[src/rtl/int_to_float.sv]
// Iterative signed-integer to float converter producing {exp[7:0], mant[23:0]},
// value = mant * 2^exp, both fields two's complement, mantissa truncated toward -inf.
module int_to_float #(
    parameter int IN_W = 32
) (
    input  logic            clk,
    input  logic            reset,
    input  logic            in_valid,
    output logic            in_ready,
    input  logic [IN_W-1:0] in_int,
    output logic            out_valid,
    input  logic            out_ready,
    output logic [31:0]     out_fp,
    output logic            out_inexact
);

    // Exponent that makes the top 24 bits of W the mantissa without shifting.
    localparam logic signed [7:0] E_INIT = 8'(IN_W - 24);

    typedef enum logic [1:0] {
        IDLE,
        NORM,
        DONE
    } state_t;

    state_t                 state;
    state_t                 state_nxt;
    logic signed [IN_W-1:0] w;
    logic signed [IN_W-1:0] w_nxt;
    logic signed [IN_W-1:0] w_shl;
    logic signed [7:0]      e;
    logic signed [7:0]      e_nxt;
    logic [31:0]            fp_nxt;
    logic                   inexact_nxt;

    function automatic logic is_norm(input logic [IN_W-1:0] x);
        return x[IN_W-1] ^ x[IN_W-2];
    endfunction

    function automatic logic [23:0] trunc_mant(input logic [IN_W-1:0] x);
        return x[IN_W-1 -: 24];
    endfunction

    function automatic logic trunc_inexact(input logic [IN_W-1:0] x);
        return |x[IN_W-25:0];
    endfunction

    assign w_shl     = {w[IN_W-2:0], 1'b0};
    assign in_ready  = (state == IDLE);
    assign out_valid = (state == DONE);

    always_comb begin
        state_nxt   = state;
        w_nxt       = w;
        e_nxt       = e;
        fp_nxt      = out_fp;
        inexact_nxt = out_inexact;
        case (state)
            IDLE: begin
                if (in_valid) begin
                    w_nxt = in_int;
                    e_nxt = E_INIT;
                    if (in_int == '0) begin
                        // Zero never normalises; report it with a zero exponent.
                        e_nxt       = '0;
                        fp_nxt      = '0;
                        inexact_nxt = 1'b0;
                        state_nxt   = DONE;
                    end else if (is_norm(in_int)) begin
                        fp_nxt      = {E_INIT, trunc_mant(in_int)};
                        inexact_nxt = trunc_inexact(in_int);
                        state_nxt   = DONE;
                    end else begin
                        state_nxt = NORM;
                    end
                end
            end
            NORM: begin
                w_nxt = w_shl;
                e_nxt = e - 8'sd1;
                if (is_norm(w_shl)) begin
                    fp_nxt      = {e_nxt, trunc_mant(w_shl)};
                    inexact_nxt = trunc_inexact(w_shl);
                    state_nxt   = DONE;
                end
            end
            DONE: begin
                if (out_ready) begin
                    state_nxt = IDLE;
                end
            end
            default: begin
                state_nxt = IDLE;
            end
        endcase
    end

    always_ff @(posedge clk) begin
        if (reset) begin
            state       <= IDLE;
            w           <= '0;
            e           <= '0;
            out_fp      <= '0;
            out_inexact <= 1'b0;
        end else begin
            state       <= state_nxt;
            w           <= w_nxt;
            e           <= e_nxt;
            out_fp      <= fp_nxt;
            out_inexact <= inexact_nxt;
        end
    end

endmodule

[config.mk]
export PLATFORM = sky130hd
export DESIGN_NAME = int_to_float
export DESIGN_NICKNAME = d
export VERILOG_FILES = /design/src/rtl/int_to_float.sv
export SDC_FILE = /design/constraint.sdc
export NUM_CORES = 1
export LEC_CHECK = 0
export ABC_AREA = 0
export CAP_MARGIN = 40
export CELL_PAD_IN_SITES_DETAIL_PLACEMENT = 0
export CELL_PAD_IN_SITES_GLOBAL_PLACEMENT = 1
export CORE_MARGIN = 3
export CORE_UTILIZATION = 39
export CTS_CLUSTER_SIZE = 10
export DETAILED_ROUTE_END_ITERATION = 12
export GPL_TIMING_DRIVEN = 0
export PLACE_DENSITY = 0.85
export RECOVER_POWER = 50
export SLEW_MARGIN = 25
export SYNTH_ARGS = -nofsm -noshare
export SYNTH_HDL_FRONTEND = slang
export SYNTH_SLANG_ARGS = --single-unit
export TNS_END_PERCENT = 100
[constraint.sdc]
create_clock -name clk -period 2.7 [get_ports clk]
set_input_delay 0.675 -clock clk [delete_from_list [all_inputs] [get_ports clk]]
set_output_delay 0.675 -clock clk [all_outputs]
set_load 0.01 [all_outputs]
==> Word-level counts from Yosys, hierarchy flattened <==
Index checks and enable logic that the tools add are counted.
{ "totals": {"regBits": 74, "inputBits": 36, "output_inout_bits": 35, "wordCells": 43} }
{ "op_classes": {"add_sub_neg": 1, "n_eq_ne": 6, "mux": 21, "bitwise": 2, "reduce_logical": 8} }
{ "ops": {"columns": ["cell", "count"], "rows": [
  ["two-way mux 32 bit", 4],
  ["one-hot mux 32 bit (2 select lines)", 1],
  ["one-hot mux 31 bit (2 select lines)", 1],
  ["zero test 32 bit", 1],
  ["two-way mux 31 bit", 1],
  ["one-hot mux 8 bit (2 select lines)", 1],
  ["two-way mux 2 bit", 5],
  ["two-way mux 8 bit", 1],
  ["OR reduction 8 bit", 1],
  ["subtractor 8 x 2 -> 8 bit (second input constant)", 1],
  ["OR reduction 7 bit", 1],
  ["one-hot mux 2 bit (3 select lines)", 1],
  ["two-way mux 1 bit", 4],
  ["two-way mux 4 bit", 1],
  ["inequality test 2 bit (second input constant)", 2],
  ["AND reduction 4 bit", 1],
  ["inequality test 3 x 1 -> 1 bit (second input constant)", 1],
  ["AND reduction 3 bit", 1],
  ["equality test 2 x 1 -> 1 bit (second input constant)", 1],
  ["equality test 2 bit (second input constant)", 1],
  ["zero test 2 bit", 1],
  ["inequality test 2 x 1 -> 1 bit (second input constant)", 1],
  ["one-hot mux 1 bit (2 select lines)", 1],
  ["AND reduction 2 bit", 1],
  ["other kinds (2)", 3]
]} }

==> Logic depth before layout (Yosys ltp) <==
{ "logic_depth": {"depth_word": 5, "ltp_mapped": 9} }

==> Least setup slack after synthesis <==
Ideal clock, no wire load.
{ "synth_timing": {"path_kind": "in2reg", "startpoint": "input port in_int[3]", "endpoint": "register out_fp[10]", "setup_time_ns": 0.141, "t_arrival_ns": 2.355, "path_slack_ns": 0.204, "stages": 7, "path_buffers": 2, "path_cell_list": "or4_4 > nor4_1 > a21boi_1 > nor2_1 > buf_4 > buf_8 > a211oi_2"} }
{ "synth_between": {"elab_chain_len": 4} }
{ "synth_rtl": {"columns": ["item", "line_no", "text"], "rows": [
  ["start: declaration", "10", "input logic [IN_W-1:0] in_int,"],
  ["zero test 32 bit (*)", "63", "if (in_int == '0) begin"],
  ["two-way mux 32 bit", "63", null],
  ["two-way mux 32 bit", "60", "if (in_valid) begin"],
  ["one-hot mux 32 bit (2 select lines)", "58", "case (state)"],
  ["end signal: assignment", "109", "out_fp <= fp_nxt;"],
  ["end: declaration", "13", "output logic [31:0] out_fp,"]
]} }
Every way passes the cells marked *; elsewhere a longest branch is shown, timed or not. The select of a mux whose other input is x is not followed.
A chain may end at the register's enable or synchronous reset.

==> Worst setup path after layout <==
{ "layout_timing": {"startpoint": "input port in_int[22]", "endpoint": "register out_fp[4]"} }
Same word-level chain as after synthesis.

==> impl_results.md <==
- Clk sink count: 74
- Multi-input logic area: about 1800 um2
- Max VDD drop: about 420 uV
- Syn_area_per_cell: 9.41 um2
- Maxcap violations: 0
- Dpl hpwl: 7.05 mm
- Die Ht: around 100 um
- Pwr Density: 696 nW/um2
- Core area: 8760 um2
- Pins Over Slew Limit: 0
- CTS max path bufs: 2
- Clock Skew: 0.00814 ns
- CTS tree: built
- DR vias: 3251
- Post-synth EDFFs: 0
- Worst-path fanout max: 6
- Drt total wl: 10.2 mm
- Drt drc: 0
- # setup viols final: 0
- Hold Path Class: reg -> reg
- Total Nets Final: 503
- Site Rows: 34
- # port buffers: 69
- Drt first pass iters: 5
- Clock-pin slew on the worst setup and hold paths: ~0.080 ns
- Storage cell area: 1480 um2
- Syn nets: 413
- DR WL/cell: 17.6 um
- Leakage Power: 1.95 nW
- Cell Count, Final, Fillers Out: 578
- CTS Buf Count: 9
- Ant. Diodes: 0
- Post-synth ARST share: 0
- Commonest non-fill, non-tap cell in the layout: dfxtp_1
- Clk root buf: clkbuf_8
- Crit path DAT: 2.95 ns
- Total global routing overflow: 0
- Tmin final: 2.68 ns
- Req. time, crit path: 2.97 ns
- Die ar.: 10200 um2
- Area delta synth->final: 33.9%
- Fill cells: 830
- Inst Count DP: roughly 550
- Area after DPL: 4360 um2
- RSZ-0062 raised after global routing: no
- Final Cycle Share: 0.993
- Initial antenna violation count: 0
- Post-layout instance area: 4730 um2
- Vias in the first global route: 3333
- Status: completed
- Synthesis Warnings: 0
- Synth Instances: 375
- Largest net degree at the start of global routing: 14
- Initial DRC count: between 100 and 150
- Peak Freq: 0.373 GHz
- CP Capture Type: flop
- Setup CP Type: in -> reg
- Synth Flop Type: dfxtp_1
- Fraction of layout instances using a drive strength above 1: 0.166
- Vias per cell: 5.62
- Width of the die: 101 um
- Fin worst setup slack: a little under 0.02 ns
- Area of the mapped netlist: ~3500 um2
- Post-synth cell types: 46
- Slew headroom: 0.531
- H-tree levels: 3
- Routability-driven placement congestion ratio: ~0.86
- Post-route ant nets: 0
- FF+latch count, synth: 74
- Sequential area share after synthesis: 0.420
- Setup slack at placement: -0.611 ns
- Initial Util: 0.403
- Critical Path Start Type: primary input
- Most frequent cells in the layout: dfxtp_1, nor2_1, dlygate4sd3_1, a21oi_1, clkdlybuf4s50_1
- IO Pins: 71
- Worst-Skew Late Latency: 0.35 ns
- GRT Total Usage: 0.200
- First-pass GRT wire length: around 16 mm
- Final hold vios: 0
- Worst reg2reg setup slack: 0.41 ns
- Worst slew pin tran: around 0.70 ns
==> worst max-delay path: stages <==
cell and delay (ns):
clkdlybuf4s50_1 0.45, or4_4 0.53, or4_4 0.58, o21ai_4 0.18, buf_12 0.15, buf_6 0.12, a21oi_1 0.07, a211oi_2 0.19
==> report_power, final <==
part	switching, mW	leakage, nW	internal, mW	total (mW)
clock network	0.438	0.105	0.519	0.957
registers	0.0912	0.611	1.24	1.33
logic	0.537	1.24	0.467	1.00
total	1.07	1.95	2.22	3.29
==> cell type report <==
cell class / instances / area share
flip-flops and latches: 74 / 0.313
plain buffers: 32 / 0.0535
clock buffers: 9 / 0.0262
well taps: 108 / 0.0286
multi-input cells: 264 / 0.384
inverters: 5 / 0.00397
repair buffers: 79 / 0.171
clock inverters: 7 / 0.0199
==> cell usage after synthesis (2+ instances only) <==
| master | instances | area share |
|---|---|---|
| a21oi_2 | 3 | 0.0074 |
| nand4_1 | 6 | 0.011 |
| xor2_1 | 4 | 0.0099 |
| dfxtp_1 | 74 | 0.42 |
| o21ai_0 | 11 | 0.016 |
| clkbuf_1 | 11 | 0.012 |
| nor4_1 | 7 | 0.012 |
| nor2_1 | 48 | 0.051 |
| nand2b_1 | 4 | 0.0071 |
| and2_1 | 2 | 0.0035 |
| a311oi_1 | 8 | 0.020 |
| buf_6 | 8 | 0.026 |
| mux2i_1 | 24 | 0.068 |
| buf_2 | 2 | 0.0028 |
| buf_1 | 3 | 0.0032 |
| a21oi_1 | 33 | 0.047 |
| clkbuf_8 | 5 | 0.019 |
| a211oi_2 | 23 | 0.082 |
| nand3_1 | 3 | 0.0043 |
| ha_1 | 2 | 0.0071 |
| a22oi_1 | 2 | 0.0043 |
| or4_1 | 2 | 0.0043 |
| nor3_1 | 8 | 0.011 |
| nand2_1 | 26 | 0.028 |
| nand3b_1 | 2 | 0.0043 |
| a211oi_1 | 24 | 0.051 |
| nor2b_1 | 4 | 0.0071 |
| o21a_1 | 2 | 0.0043 |
| or4_4 | 4 | 0.013 |
| inv_1 | 4 | 0.0043 |
==> registers in the layout (all words and copies together), names as in the netlist <==
name         cells
out_fp          32
out_inexact      1
e                8
w               31
state            2
==> worst paths after layout <==
kind	startpoint	to	depth (start not counted)
worst max-delay path	in_int[22]	out_fp[4]	8
worst max register to register	state[1]	w[3]	5
worst min register to register	out_fp[28]	out_fp[28]	2
worst min-delay path	out_fp[28]	out_fp[28]	2
==> layer usage <==
metal  global-route usage  share of wire  up-vias  routed length, um
li1                     -              -     1552                  -
met1                0.263           0.46     1566               4660
met2                0.320           0.46      113               4710
met3               0.0523          0.060       20                612
met4               0.0665          0.018        0                179
met5                    0              0        -                  0
==> stage by stage <==
step           power (mW)   util  hold slack (ns)  setup TNS, ns
2_1_floorplan        1.95      -            0.467              0
3_3_place_gp         2.29  0.497            0.451         -14.40
3_5_place_dp         2.31  0.497            0.455         -15.38
4_1_cts              3.27  0.525            0.465              0
5_1_grt              3.46  0.539            0.487              0
6_report             3.29  0.539            0.456              0
==> cells by family (layout without fill, tap and decap cells) <==
| logic type | after synthesis | in the layout | share of synthesized area |
|---|---|---|---|
| AND/OR/NAND/NOR | 120 | 120 | 0.166 |
| buffers and inverters | 37 | 132 | 0.0773 |
| AO/OA/AOI/OAI | 113 | 113 | 0.250 |
| multiplexers | 24 | 24 | 0.0681 |
| adder cells (fa/ha/maj) | 2 | 2 | 0.00709 |
| flip-flops | 74 | 74 | 0.420 |
| XOR/XNOR | 5 | 5 | 0.0124 |
==> repair_timing <==
action | in CTS | in global routing
gates resized for setup | 4 | 16
endpoints found under the setup margin | 22 | 27
buffers inserted | 1 | 7
pin swaps | 1 | 16
hold buffers | 0 | 0
cloned | 0 | 2
(Power assumes the default switching activity.)
